--- config.mk ---
export PLATFORM = sky130hd
export DESIGN_NAME = mmio_gpio
export DESIGN_NICKNAME = d
export VERILOG_FILES = /design/src/rtl/mmio_gpio.sv
export SDC_FILE = /design/constraint.sdc
export NUM_CORES = 1
export LEC_CHECK = 0
export CAP_MARGIN = 15
export CORE_MARGIN = 2
export CORE_UTILIZATION = 32
export CTS_CLUSTER_SIZE = 16
export DETAILED_ROUTE_END_ITERATION = 8
export HOLD_SLACK_MARGIN = 0.02
export PLACE_DENSITY = 0.82
export SETUP_SLACK_MARGIN = 0.15
export SLEW_MARGIN = 15
export SYNTH_ARGS = -nofsm -noshare
export SYNTH_HDL_FRONTEND = slang
export SYNTH_SLANG_ARGS = --single-unit
--- constraint.sdc ---
create_clock -name clk -period 2.7 [get_ports clk]
set_clock_uncertainty 0.05 [all_clocks]
set_input_delay 0.54 -clock clk [delete_from_list [all_inputs] [get_ports clk]]
set_output_delay 0.54 -clock clk [all_outputs]
set_load 0.005 [all_outputs]
--- src/rtl/mmio_gpio.sv ---
// mmio_gpio: memory-mapped GPIO on the CPU data bus.
// Output register with set/clear/toggle aliases, synchronised inputs and,
// when GPIO_IRQ_EN is defined, per-bit rising-edge interrupt capture.
// Without GPIO_IRQ_EN the IRQ_EN/IRQ_STAT offsets read 0 and irq is tied low.
module mmio_gpio #(
  parameter int unsigned      WIDTH     = 4,
  parameter logic [31:0]      BASE_ADDR = 32'h20000000,
  parameter logic [WIDTH-1:0] OUT_RESET = '0
) (
  input  logic             clk,
  input  logic             rst,
  input  logic [31:0]      addr,
  input  logic [31:0]      wdata,
  input  logic [3:0]       wen,
  output logic [31:0]      rdata,
  input  logic [WIDTH-1:0] gpio_in,
  output logic [WIDTH-1:0] gpio_out,
  output logic             irq
);

  logic             sel;
  logic             wrEn;
  logic [2:0]       regIdx;
  logic [31:0]      laneMask;
  logic [31:0]      wdataM;
  logic [WIDTH-1:0] laneW;
  logic [WIDTH-1:0] dataW;
  logic             unusedBits;

  logic [WIDTH-1:0] out_q, out_d;
  logic [WIDTH-1:0] s1_q, s2_q;
  logic [31:0]      rdata_q, rdata_d;

  assign sel      = (addr[31:5] == BASE_ADDR[31:5]);
  assign regIdx   = addr[4:2];
  assign wrEn     = sel & (|wen);
  assign laneMask = {{8{wen[3]}}, {8{wen[2]}}, {8{wen[1]}}, {8{wen[0]}}};
  assign wdataM   = wdata & laneMask;
  assign laneW    = laneMask[WIDTH-1:0];
  assign dataW    = wdataM[WIDTH-1:0];

  // Byte offset bits and data lanes above WIDTH have no destination.
  assign unusedBits = ^{addr[1:0], laneMask, wdataM};

  // Output register next state: plain write or one of the atomic aliases.
  always_comb begin
    out_d = out_q;
    if (wrEn) begin
      case (regIdx)
        3'd0:    out_d = (out_q & ~laneW) | (dataW & laneW);
        3'd1:    out_d = out_q | dataW;
        3'd2:    out_d = out_q & ~dataW;
        3'd3:    out_d = out_q ^ dataW;
        default: out_d = out_q;
      endcase
    end
  end

  // Output register state.
  always_ff @(posedge clk or posedge rst) begin
    if (rst) out_q <= OUT_RESET;
    else     out_q <= out_d;
  end

  // Two-flop synchroniser for the asynchronous inputs.
  always_ff @(posedge clk or posedge rst) begin
    if (rst) begin
      s1_q <= '0;
      s2_q <= '0;
    end else begin
      s1_q <= gpio_in;
      s2_q <= s1_q;
    end
  end

`ifdef GPIO_IRQ_EN
  logic [WIDTH-1:0] en_q, en_d;
  logic [WIDTH-1:0] stat_q, stat_d;
  logic [WIDTH-1:0] prev_q;
  logic [WIDTH-1:0] rise;
  logic [WIDTH-1:0] w1cMask;

  assign rise = s2_q & ~prev_q & en_q;

  // Enable register write and status W1C; a fresh edge beats a clear.
  always_comb begin
    en_d    = en_q;
    w1cMask = '0;
    if (wrEn && regIdx == 3'd5) en_d = (en_q & ~laneW) | (dataW & laneW);
    if (wrEn && regIdx == 3'd6) w1cMask = dataW;
    stat_d = (stat_q & ~w1cMask) | rise;
  end

  // Interrupt enable, status and edge-history state.
  always_ff @(posedge clk or posedge rst) begin
    if (rst) begin
      en_q   <= '0;
      stat_q <= '0;
      prev_q <= '0;
    end else begin
      en_q   <= en_d;
      stat_q <= stat_d;
      prev_q <= s2_q;
    end
  end

  assign irq = |(stat_q & en_q);
`else
  assign irq = 1'b0;
`endif

  // Read mux; alias, reserved and unselected addresses return 0.
  always_comb begin
    rdata_d = '0;
    if (sel) begin
      case (regIdx)
        3'd0:    rdata_d = 32'(out_q);
        3'd4:    rdata_d = 32'(s2_q);
`ifdef GPIO_IRQ_EN
        3'd5:    rdata_d = 32'(en_q);
        3'd6:    rdata_d = 32'(stat_q);
`endif
        default: rdata_d = '0;
      endcase
    end
  end

  // Registered read data, one cycle behind the address like the RAM.
  always_ff @(posedge clk or posedge rst) begin
    if (rst) rdata_q <= '0;
    else     rdata_q <= rdata_d;
  end

  assign rdata    = rdata_q;
  assign gpio_out = out_q;

endmodule

Yosys cells after proc, flatten, opt, wreduce, memory -nomap -nowiden --
Cells that the tools add are included.
Storage, ports and cells: register bits after elaboration 44, input port bits 74, output and inout bits 37, logic and storage cells 26
Operators by class: equality and inequality tests 5, muxes and demuxes 3, bitwise logic cells 10, reductions and logical operators 4
Operators with widths (count):
- 27-bit by 25-bit == test with 1-bit output, second input constant | 1
- 4-bit AND | 4
- 4-bit case mux with 4 select lines | 1
- 4-bit NOT | 2
- 4-bit OR | 2
- 4-bit case mux with 2 select lines | 1
- 3-bit by 2-bit == test with 1-bit output, second input constant | 2
- 4-bit two-way mux | 1
- 4-bit nonzero test | 1
- 4-bit OR reduction | 1
- 4-bit XOR | 1
- 3-bit by 1-bit == test with 1-bit output, second input constant | 1
- 3-bit == test, second input constant | 1
- 3-bit zero test | 1
- 2-bit AND reduction | 1
- 1-bit AND | 1

Logic depth before layout (Yosys ltp) --
word-level depth 4, mapped depth 7

Worst setup path after synthesis --
No wires, ideal clock.
path type input to register, start point input port addr[7], end point register with a tool-made name, library setup time 79 ps, data arrival time 1588 ps, data required time 2571 ps, slack 983 ps, stages 4, buffers on the path 0, path through nor4_2 -> nand4_2 -> nor4_4 -> mux2i_1
RTL lines:
- start: declaration | line 12 | input logic [31:0] addr,

==> metrics.md <==
| Metric | Value |
|---|---|
| Status | finished clean |
| Hold buffers post-CTS | 0 |
| Post-synth cell types | 22 |
| Final Hold Fails | 0 |
| RSZ-0062 raised after global routing | false |
| Worst hold start | s1_q[1]$_DFF_PP0_ |
| First-pass GRT wire length | 3680 um |
| Clock buffer count from CTS | 3 |
| WS Path Type | input port to register |
| Fmax achieved | 0.488 GHz |
| Clock root cell | clkbuf_4 |
| Routed WL | 2240 um |
| Async S/R FF share, synth | 100% |
| Max_cap viols | 0 |
| Row Count | 21 |
| Post-DR wirelength/cell | 10.8 um |
| Total global routing overflow | 0 |
| Synth area leader | dfrtp_1 |
| Vias per cell | 4.10 |
| Synth top area cells | dfrtp_1 (35%), buf_4 (19%), mux2i_1 (11%) |
| Die span in x | 63.6 um |
| CTS max path bufs | 2 |
| Seq/Total Area, Yosys | 35.2% |
| Final setup vio count | 0 |
| Slew Limit Fails | 0 |
| Core area | 3360 um2 |
| Post-synth EDFFs | 0 |
| Vias in the first global route | 856 |
| Synthesized area per cell | 10.4 um2 |
| Fin cells | 208 |
| Leakage | 0.000732 uW |
| Count of buffers from port buffering | 51 |
| Cells after synthesis | 109 |
| Critical Path Source Type | input port |
| Initial core utilization | 33.8% |
| Yosys synthesis warning count | 0 |
| Setup bufs post-CTS | 0 |
| Footprint of the multi-input gates | 581 um2 |
| Resize count post-CTS | 0 |
| Worst Hold Class | register to register |
| Post-synth top area share | 35.2% |
| DP HPWL | 1900 um |
| DR pass1 iterations | 4 |
| Final min period | 2050 ps |
| Worst skew pair latency | 280 ps |
| Initial DRC count | 12 |
| Post-Syn Area | 1140 um2 |
| Die area | 4040 um2 |
| Via Count | 853 |
| TNS Setup | 0 ps |
| Slew margin rel. | 61.4% |
| Worst Path Required | 2850 ps |
| Ant. Diodes | 0 |
| Pwr per Cell Area | 316 nW/um2 |
| Hold depth | 0 |
| Crit. End Element | register |
| Most common cell in the netlist | buf_4 |
| GP Congestion | 0.757 |
| Crit-path max FO | 4 |
| I/O pins | 111 |
| Placed instance area | 1590 um2 |
| Layout area overhead | 43.2% |
| Fin nets | 245 |
| Clock sinks | 16 |
| Initial antenna violation count | 0 |
| Layout cells sized above 1 | 7.41% |
| Inst Count DP | 204 |
| Fill count | 340 |
| Max IR drop VDD | 0.243 mV |
| Die H | 63.6 um |
| Clock slew at reported path FFs | 90 ps |
| CTS tree | done |
| Post-route DRC | 0 |
| Final instance area | 1630 um2 |
| Top cells by count, synth | buf_4 (29), dfrtp_1 (16), mux2i_1 (12), inv_1 (9), ha_1 (8) |
| Flop2flop setup slack | 1270 ps |
| GRT Total Usage | 11.3% |
| Final Cycle Share | 75.9% |
| Crit path DAT | 2200 ps |
| Total power | 514 uW |
| Primary FF master, synth | dfrtp_1 |
| Largest net degree at the start of global routing | 17 |
| Final hold slack | 300 ps |
| Flops & latches, synth | 16 |
| Register Area | 400 um2 |
| H-tree depth | 1 |
| Min-Delay Endpoint | s2_q[1]$_DFF_PP0_ |
| Slew at the pin closest to its max-slew limit | 579 ps |
| Post-DRT Antenna Nets | 0 |
| R2r worst-path depth | 6 |
## where the power goes
part	switching (uW)	internal [uW]
sequential	1.48	245
clock	67.9	82.1
combinational	45.2	71.8
total	115	399
## worst max path at each step
stage,from,to,depth (start not counted)
floorplan,addr[7],register,4
global placement,addr[7],register,5
detailed placement,addr[7],register,5
CTS,addr[7],register,5
global route,addr[7],register,5
finish,addr[7],register,5
## metrics by stage
stage	worst slack [ps]	util (%)
CTS	613	48.4
detailed placement	313	47.3
global route	539	48.4
finish	651	48.4
global placement	325	47.3
floorplan	983	-
## critical path: stages
cell and delay, ps:
clkdlybuf4s50_1 420, nor4_2 330, nand4_2 180, nor4_4 470, mux2i_1 260
## kinds of logic after synthesis
group | after synthesis | share of synthesized area, %
multiplexers | 12 | 10.6
other | 1 | 0.330
flip-flops | 16 | 35.2
adder cells (fa/ha/maj) | 8 | 8.81
buffers and inverters | 40 | 22.9
AO/OA/AOI/OAI | 9 | 5.73
AND/OR/NAND/NOR | 23 | 16.4
## metal layers
layer | wire (um) | vias up | global-route usage, %
met5 | 0 | - | 0
met4 | 0 | 0 | 0.815
met3 | 163 | 0 | 4.29
met2 | 1180 | 32 | 21.4
met1 | 897 | 403 | 12.4
li1 | - | 418 | -
## cells in the final DEF, fill, tap and decap left out
cell type         n
or4_4             1
mux2i_1          12
nand4_2           1
conb_1           29
clkbuf_4          3
buf_4             1
nor4b_2           1
dfrtp_1          16
nor2_1            7
nor4_1            2
nor4_4            2
ha_1              8
clkdlybuf4s50_1  51
nor2b_1           1
clkbuf_8          1
o22ai_1           4
o32a_1            1
and2_1            4
nand3_1           1
a22oi_1           4
nor4_2            2
nor3_1            1
inv_1             9
## final cells by class
type	count	share of cell area [%]
Sequential cell	16	24.6
Clock buffer	4	2.23
Multi-Input combinational cell	81	35.7
Inverter	9	2.08
Tap cell	46	3.54
Timing Repair Buffer	52	31.8
Note: power is estimated with default switching activity, not from simulation.
